## src/rtl/clock_time_controller.sv

```systemverilog
// Timekeeping for an HH:MM:SS display: 1 Hz prescaler, binary time counters,
// and a two-button set sequencer (RUN -> SET_HOUR -> SET_MIN -> RUN) with blink flags.
module clock_time_controller #(
   parameter int unsigned TICKS_PER_SEC = 50_000_000
) (
   input  logic       clk,
   input  logic       reset,
   input  logic       btn_mode,
   input  logic       btn_inc,
   output logic       sec_tick,
   output logic [4:0] hour,
   output logic [5:0] minute,
   output logic [5:0] second,
   output logic [1:0] mode,
   output logic       blink_hour,
   output logic       blink_min
);

   localparam int unsigned CNT_W = (TICKS_PER_SEC > 1) ? $clog2(TICKS_PER_SEC) : 1;
   localparam logic [CNT_W-1:0] CNT_LAST = CNT_W'(TICKS_PER_SEC - 1);
   localparam logic [CNT_W-1:0] CNT_HALF = CNT_W'(TICKS_PER_SEC / 2 - 1);

   typedef enum logic [1:0] {
      RUN      = 2'd0,
      SET_HOUR = 2'd1,
      SET_MIN  = 2'd2
   } mode_t;

   mode_t            state_q, state_d;
   logic [CNT_W-1:0] cnt_q, cnt_d;
   logic             phase_q, phase_d;
   logic [4:0]       hour_d;
   logic [5:0]       minute_d, second_d;
   logic             btn_mode_q, btn_inc_q;
   logic             press_mode, press_inc;
   logic             tick;

   // A simultaneous mode press swallows the inc press.
   assign press_mode = btn_mode & ~btn_mode_q;
   assign press_inc  = btn_inc & ~btn_inc_q & ~press_mode;
   assign tick       = (cnt_q == CNT_LAST);
   assign sec_tick   = tick;
   assign mode       = 2'(state_q);

   // Next-state, prescaler and time-update logic
   always_comb begin
      state_d  = state_q;
      cnt_d    = tick ? '0 : cnt_q + CNT_W'(1);
      phase_d  = phase_q ^ ((cnt_q == CNT_HALF) | tick);
      hour_d   = hour;
      minute_d = minute;
      second_d = second;

      case (state_q)
         RUN: begin
            if (tick) begin
               if (second == 6'd59) begin
                  second_d = '0;
                  if (minute == 6'd59) begin
                     minute_d = '0;
                     hour_d   = (hour == 5'd23) ? '0 : hour + 5'd1;
                  end else begin
                     minute_d = minute + 6'd1;
                  end
               end else begin
                  second_d = second + 6'd1;
               end
            end
            if (press_mode) state_d = SET_HOUR;
         end
         SET_HOUR: begin
            if (press_mode) begin
               state_d = SET_MIN;
            end else if (press_inc) begin
               hour_d  = (hour == 5'd23) ? '0 : hour + 5'd1;
               phase_d = 1'b0;
            end
         end
         SET_MIN: begin
            // Leaving set mode restarts the second so the next tick is a full second away.
            if (press_mode) begin
               state_d  = RUN;
               second_d = '0;
               cnt_d    = '0;
            end else if (press_inc) begin
               minute_d = (minute == 6'd59) ? '0 : minute + 6'd1;
               phase_d  = 1'b0;
            end
         end
         default: state_d = RUN;
      endcase
   end

   // Button history resets high so a button held through reset is not a press.
   always_ff @(posedge clk) begin
      if (reset) begin
         state_q    <= RUN;
         cnt_q      <= '0;
         phase_q    <= 1'b0;
         hour       <= '0;
         minute     <= '0;
         second     <= '0;
         btn_mode_q <= 1'b1;
         btn_inc_q  <= 1'b1;
         blink_hour <= 1'b0;
         blink_min  <= 1'b0;
      end else begin
         state_q    <= state_d;
         cnt_q      <= cnt_d;
         phase_q    <= phase_d;
         hour       <= hour_d;
         minute     <= minute_d;
         second     <= second_d;
         btn_mode_q <= btn_mode;
         btn_inc_q  <= btn_inc;
         blink_hour <= (state_d == SET_HOUR) & phase_d;
         blink_min  <= (state_d == SET_MIN) & phase_d;
      end
   end

endmodule

```

## config.mk

```make
export PLATFORM = sky130hd
export DESIGN_NAME = clock_time_controller
export DESIGN_NICKNAME = d
export VERILOG_FILES = /design/src/rtl/clock_time_controller.sv
export SDC_FILE = /design/constraint.sdc
export NUM_CORES = 1
export LEC_CHECK = 0
export BUFFER_PORTS_ARGS = -buffer_cell sky130_fd_sc_hd__buf_2
export CAP_MARGIN = 0
export CORE_ASPECT_RATIO = 0.75
export CORE_MARGIN = 4
export CORE_UTILIZATION = 50
export CTS_CLUSTER_DIAMETER = 60
export DETAILED_ROUTE_END_ITERATION = 10
export PLACE_DENSITY_LB_ADDON = 0.15
export RECOVER_POWER = 25
export SYNTH_ARGS = -nofsm -noshare
export SYNTH_HDL_FRONTEND = slang
export SYNTH_SLANG_ARGS = --single-unit
export TNS_END_PERCENT = 50
```

## constraint.sdc

```tcl
create_clock -name clk -period 3 [get_ports clk]
set_clock_uncertainty 0.1 [all_clocks]
set_input_delay 0.15 -clock clk [delete_from_list [all_inputs] [get_ports clk]]
set_output_delay 0.15 -clock clk [all_outputs]
set_load 0.005 [all_outputs]
```

==> results of run 1 <==
## repair_timing
action / 4_1_cts / 5_1_grt
endpoints found under the setup margin: 0 / 0
setup buffers: 0 / 0
hold buffers: 2 / 0
hold endpoints to repair: 2 / 0
## area by class of cell
| type | instances | area, µm² | share of cell area [%] |
|---|---|---|---|
| Clock inverter | 1 | 30.0 | 1.00 |
| Tap cell | 72 | 90.1 | 3.00 |
| Clock buffer | 7 | 76.3 | 2.54 |
| Multi-Input combinational cell | 249 | 1600 | 53.4 |
| Inverter | 9 | 33.8 | 1.13 |
| Timing Repair Buffer | 31 | 168 | 5.59 |
| Sequential cell | 50 | 1000 | 33.3 |
## placed cells by master (no fill, tap or decap), drive strengths merged, types with 4 or more instances in the layout
master / synthesis / layout
mux2i: 7 / 7
nand4: 12 / 12
nand2b: 9 / 9
nor4: 9 / 9
nand3: 17 / 17
or4: 4 / 4
clkbuf: 9 / 13
o31ai: 4 / 4
o21ai: 10 / 10
buf: 1 / 23
xnor2: 15 / 15
nand2: 24 / 24
and3: 9 / 9
xor2: 9 / 9
dfxtp: 50 / 50
nor2: 40 / 40
nor3: 10 / 10
a21oi: 12 / 12
nor2b: 9 / 9
ha: 8 / 8
inv: 9 / 9
## sequential cells by signal (all words and copies together), names as in the netlist
register	cells
blink_hour	1
blink_min	1
btn_inc_q	1
btn_mode_q	1
cnt_q	26
hour	5
minute	6
mode	2
phase_q	1
second	6
## report_power, final
part | leakage (nW) | switching, mW | internal, mW | total [mW]
sequential | 0.404 | 0.00772 | 0.670 | 0.678
combinational | 0.607 | 0.0363 | 0.0219 | 0.0582
clock | 0.0524 | 0.223 | 0.250 | 0.473
total | 1.06 | 0.267 | 0.942 | 1.21
## per-stage QoR
stage / hold slack, ps / instances / total power, mW / instance area [µm²] / setup WS, ps
after global routing: 235 / 419 / 1.25 / 3000 / 318
after CTS: 188 / 419 / 1.21 / 3010 / 509
after floorplan: 157 / 318 / 0.734 / 2680 / 768
after detailed placement: 268 / 409 / 0.749 / 2880 / 567
final: 192 / 419 / 1.21 / 3000 / 504
after global placement: 255 / 409 / 0.748 / 2880 / 647
## path summary, 6_finish.rpt
kind,cells after the start,slack [ps],end,from
min reg2reg,1,390,cnt_q[0],cnt_q[0]
min,2,190,second[1],reset
max reg2reg,5,500,second[4],cnt_q[10]
max,5,500,second[4],cnt_q[10]
## worst register-to-register path: stages, from the launching register on
cell      delay (ps)
dfxtp_1          360
or4_4            590
nor4_4           370
a21boi_2         210
o31ai_1          640
a21oi_1           90
## routing by layer
| layer | share of wire, % | up-vias | track usage [%] |
|---|---|---|---|
| met5 | 0 | - | 0 |
| met4 | 0.31 | 0 | 5.27 |
| met3 | 6.8 | 2 | 4.72 |
| met2 | 40 | 70 | 25.7 |
| met1 | 53 | 1061 | 27.7 |
| li1 | - | 1203 | - |
## logic make-up (layout without fill, tap and decap cells)
kind of cell / Yosys count / count (layout) / share of synthesized area, %
compound gates: 43 / 43 / 10.4
xor+xnor: 24 / 24 / 7.84
fa+ha+maj: 8 / 8 / 3.73
buf+inv: 19 / 48 / 2.94
flops: 50 / 50 / 37.3
mux: 10 / 10 / 3.87
simple gates: 164 / 164 / 34.0
==> impl_metrics.py, run 1 <==
metrics = {
    "outcome": {
        "status": "completed",
    },
    "clock_network": {
        "clk-insertion-delay-late_ps": 300,
        "clock_sinks": 50,
        "cts_resized": 0,
        "cts-root-buf": "clkbuf_8",
        "cts_tree": "yes",
        "clk_pin_slew_worst_paths_ps": 90,
        "clock_path_buffers": 2,
        "htreeDepth": 2,
        "cts_made_buffers": 5,
    },
    "detailed_routing": {
        "viasPerCell": 5.58,
        "ant_nets": 0,
        "wl_mm": 5.86,
        "drt_iter0_drc": 143,
        "drc_errors": 0,
        "dr.pass1.iters": 5,
        "via_count": 2336,
        "wl_per_cell_um": 14.0,
    },
    "timing": {
        "hold_viol": 0,
        "worst_slew_pin_slew_ps": 846,
        "period_share_pct": 83.2,
        "fin_setup_tns_ps": 0,
        "max_freq_mhz": 401,
        "rsz0062_at_grt": "false",
        "finalSetupViolCount": 0,
        "period_needed_ps": 2500,
        "relSlewSlack_pct": 42.0,
        "final-max-slew-violation-count": 0,
    },
    "logic_synthesis": {
        "syn_area_mm2": 0.00268,
        "seq_area_frac_synth_pct": 37.3,
        "yosys.area.top_type_share_pct": 37.3,
        "postSynthAreaPerCell_um2": 8.44,
        "ys_types": 49,
        "yosysMostFrequentCell": "dfxtp_1",
        "synth_edf_count": 0,
        "ys.warnings.count": 0,
        "synth_cells": 318,
        "yosysTopAreaCell": "dfxtp_1",
        "synth-seq-cells": 50,
        "syn_nets": 330,
        "synth.area.top_cells": "dfxtp_1 37%, nor2_1 5.6%, xnor2_1 4.9%",
        "synthFlopType": "dfxtp_1",
        "synth-async-reset-ratio_pct": 0,
        "ys_top_cells_by_count": "50 x dfxtp_1, 40 x nor2_1, 24 x nand2_1, 17 x nand3_1, 15 x xnor2_1",
    },
    "floorplanning": {
        "ios": 26,
        "die_w_um": 92.6,
        "die_h_um": 71.4,
        "die_area_mm2": 0.00661,
        "initial_utilization_pct": 53.3,
        "core-area_mm2": 0.00504,
        "rows": 22,
    },
    "layout": {
        "utilization_pct": 59.6,
        "n_antenna_cell": 0,
        "syn2layout_area_growth_pct": 11.9,
        "drive_above_1_share_pct": 11.2,
        "nets": 358,
        "nFillCells": 482,
    },
    "place": {
        "gp_congestion": 0.827,
        "port_buffers": 25,
        "dpl.hpwl_mm": 4.19,
    },
    "pwr": {
        "leakagePower_nw": 1.06,
        "ir_drop_uv": 194,
        "p_per_area_mw_per_mm2": 403,
    },
    "grt": {
        "grt_max_degree": 29,
        "antenna_found_initial": 0,
        "grt_pass1_vias": 2197,
        "grt_usage_pct": 18.4,
        "grt_pass1_wl_mm": 10.1,
        "grt_overflow_total": 0,
    },
    "worst_setup_path": {
        "start_kind": "register",
        "critPathCaptureType": "register",
        "max_stage_delay_ps": 640,
        "crit_buf_inv": 0,
        "cp.arrival_ps": 2550,
        "cp_slowest_cell": "o31ai_1",
        "critPathTopFamily": "simple AND/OR/NAND/NOR gates",
        "critPathRequiredTime_ps": 3060,
        "crit_fanout": 11,
        "path_cells": "or4_4, nor4_4, a21boi_2, o31ai_1, a21oi_1",
        "path_class": "reg2reg",
    },
    "worst_hold_path": {
        "hold_path_class": "in2reg",
    },
    "job": {
        "drv_cap": 0,
    },
}
Power figures use the tool's default switching activity.
==> run 2: changes to the inputs <==
--- a/config.mk
+++ b/config.mk
@@ -5,6 +5,7 @@
 export SDC_FILE = /design/constraint.sdc
 export NUM_CORES = 1
 export LEC_CHECK = 0
+export ABC_AREA = 1
 export BUFFER_PORTS_ARGS = -buffer_cell sky130_fd_sc_hd__buf_2
 export CAP_MARGIN = 0
 export CORE_ASPECT_RATIO = 0.75
==> constraint.sdc (replaced) <==
create_clock -name clk -period 2.1 [get_ports clk]
set_clock_uncertainty 0.1 [all_clocks]
set_input_delay 0.105 -clock clk [delete_from_list [all_inputs] [get_ports clk]]
set_output_delay 0.105 -clock clk [all_outputs]
set_load 0.005 [all_outputs]
==> run 2 against run 1 <==
Compared with the run above:
- non-clock buffer count unchanged
- sequential cell count unchanged
- global-route usage decreased by 0.071 points
- critical path type unchanged
- largest cell class unchanged
- largest power group unchanged
==> impl_metrics.py, run 2 <==
metrics = {
    "layout": {
        "final_common_cell": "nand2_1",
        "drive_above_1_share_pct": 11.7,
        "syn2layout_area_growth_pct": 11.8,
        "nets": 455,
        "seqCellArea_mm2": 0.00100,
        "multi_input_area_mm2": 0.00153,
        "largest_register_ffs": 26,
        "final_cell_mix": "100 x nand2_1, 66 x nor2_1, 50 x dfxtp_1",
        "largest_register": "cnt_q",
        "largestRegisters": "cnt_q (26), minute (6), second (6)",
        "n_antenna_cell": 0,
        "nFillCells": 521,
    },
    "worst_setup_path": {
        "critPathCapture": "cnt_q[3]",
        "cp.arrival_ps": 2030,
        "path_class": "reg2reg",
        "critPathRequiredTime_ps": 2230,
        "rr_worst_depth": 9,
        "regToRegStartpoint": "cnt_q[0]",
        "start_kind": "register",
        "crit_path_start": "cnt_q[0]",
        "reg2reg_slack_ps": 190,
        "critPathCaptureType": "register",
        "timing.rr.end": "cnt_q[3]",
        "crit_fanout": 12,
    },
    "logic_synthesis": {
        "synth-seq-cells": 50,
        "synth_edf_count": 0,
        "yosysMostFrequentCell": "nand2_1",
        "synthFlopType": "dfxtp_1",
        "synth_cells": 413,
        "synth-compound-area-share_pct": 6.72,
        "syn_nets": 425,
        "synth-adder-area-share_pct": 3.63,
        "synth.area.top_cells": "dfxtp_1 36%, nand2_1 14%, nor2_1 9.0%",
        "postSynthAreaPerCell_um2": 6.67,
        "syn_area_mm2": 0.00275,
        "ys_top_cells_by_count": "100 x nand2_1, 66 x nor2_1, 50 x dfxtp_1, 43 x inv_1, 35 x nand3_1",
        "synth-async-reset-ratio_pct": 0,
        "synthXorXnorAreaFrac_pct": 3.82,
        "seq_area_frac_synth_pct": 36.3,
        "ys.warnings.count": 0,
        "yosysTopAreaCell": "dfxtp_1",
        "synthMuxAreaShare_pct": 0,
        "synth_top_family_by_area": "simple AND/OR/NAND/NOR gates",
        "ys_types": 29,
        "yosys.area.top_type_share_pct": 36.3,
        "synthSimpleGateAreaFrac_pct": 41.4,
    },
    "grt": {
        "grt_pass1_vias": 2149,
        "grt_pass1_wl_mm": 10.1,
        "grt_max_degree": 23,
        "antenna_found_initial": 0,
        "grt_usage_pct": 18.3,
        "grt_overflow_total": 0,
    },
    "timing": {
        "fin_setup_tns_ps": 0,
        "max_freq_mhz": 524,
        "finalSetupViolCount": 0,
        "worst_slew_pin_slew_ps": 379,
        "hold_viol": 0,
        "final-max-slew-violation-count": 0,
        "rsz0062_at_grt": "false",
        "finalWorstSetupSlack_ps": 191,
        "relSlewSlack_pct": 74.7,
        "period_needed_ps": 1910,
        "period_share_pct": 90.9,
    },
    "clock_network": {
        "cts-root-buf": "clkbuf_8",
        "htreeDepth": 2,
        "clk-insertion-delay-late_ps": 300,
        "cts_resized": 0,
        "cts_tree": "yes",
        "cts_made_buffers": 5,
        "ctsHoldBuffers": 2,
        "clock_path_buffers": 2,
        "post_cts.repair.setup_buffers": 0,
        "clock_sinks": 50,
        "clk_pin_slew_worst_paths_ps": 100,
    },
    "detailed_routing": {
        "viasPerCell": 5.01,
        "wl_per_cell_um": 11.6,
        "via_count": 2602,
        "ant_nets": 0,
        "dr.pass1.iters": 5,
        "wl_mm": 6.00,
        "drc_errors": 0,
        "drt_iter0_drc": 159,
    },
    "floorplanning": {
        "rows": 23,
        "die_w_um": 93.7,
        "die_h_um": 72.3,
        "die_area_mm2": 0.00677,
        "ios": 26,
        "initial_utilization_pct": 51.7,
        "core-area_mm2": 0.00532,
    },
    "place": {
        "gp_congestion": 0.901,
        "preCtsSetupSlack_ps": 182,
        "port_buffers": 25,
        "dpl.hpwl_mm": 4.58,
    },
    "outcome": {
        "status": "completed",
    },
    "pwr": {
        "pwr-share-comb_pct": 7.4,
        "sequentialPowerShare_pct": 54.3,
        "ir_drop_uv": 443,
        "swShare_pct": 24.3,
        "leakagePower_nw": 1.22,
        "p_per_area_mw_per_mm2": 586,
        "internal_power_mw": 1.36,
        "switching_power_uw": 438,
        "pwr-share-clk_pct": 38.3,
    },
    "worst_hold_path": {
        "hold_path_class": "in2reg",
    },
    "job": {
        "drv_cap": 0,
    },
}
-- run 2: power groups by stage --
stage / combinational, mW / sequential [mW] / clock [mW]
final: 0.133 / 0.979 / 0.691
after global routing: 0.152 / 0.982 / 0.747
after CTS: 0.133 / 0.979 / 0.708
after detailed placement: 0.130 / 1.00 / 0
after global placement: 0.129 / 1.00 / 0
after floorplan: 0.103 / 0.998 / 0
-- run 2: critical path, stage by stage, from the launching register on --
cell and delay [ps]:
dfxtp_1 330, ha_1 230, nand3_1 160, clkinv_1 80, nand2_1 110, nor2_2 60
nand2_4 100, nand3_2 220, buf_4 260, nor3b_1 190
-- run 2: how the worst min path moves through the flow --
stage | slack [ps] | cells past startpoint | endpoint | startpoint
2_1_floorplan | 110 | 1 | btn_inc_q | btn_inc
3_3_place_gp | 250 | 2 | btn_mode_q | btn_mode
3_5_place_dp | 250 | 2 | btn_mode_q | btn_mode
4_1_cts | 80 | 2 | phase_q | reset
5_1_grt | 100 | 2 | hour[1] | reset
6_report | 90 | 2 | phase_q | reset
-- run 2: final cells by class --
cell class	instances	area share, %
sequential	50	32.5
inverter	46	5.61
multi-input combinational	309	49.7
clock buffer	5	2.24
clock inverter	3	1.42
timing repair buffer	31	5.45
tap	75	3.05
-- run 2: cells by family after synthesis --
logic type | Yosys count
AOI/OAI and AO/OA | 36
DFF | 50
and+or+nand+nor | 253
xor gates and xnor gates | 12
adders and majority gates | 8
buffers and inverters | 54
-- run 2: metrics by stage --
step | hold WS (ps) | cells | total power, mW | area, µm² | util (%)
finish | 92.2 | 519 | 1.80 | 3080 | 57.8
CTS | 79.4 | 519 | 1.82 | 3090 | 58.0
global placement | 246 | 509 | 1.13 | 2950 | 55.5
global route | 98.4 | 519 | 1.88 | 3080 | 57.8
detailed placement | 250 | 509 | 1.13 | 2950 | 55.5
floorplan | 112 | 413 | 1.10 | 2750 | -
-- run 2: metal layers --
metal  wire [µm]  vias up  part of all wire [%]  global-route usage, %
li1            -     1387                     -                      -
met1        3390     1135                    56                   30.9
met2        2190       69                    36                   22.9
met3         363       11                   6.0                   3.83
met4          59        0                  0.98                   3.85
met5           0        -                     0                      0
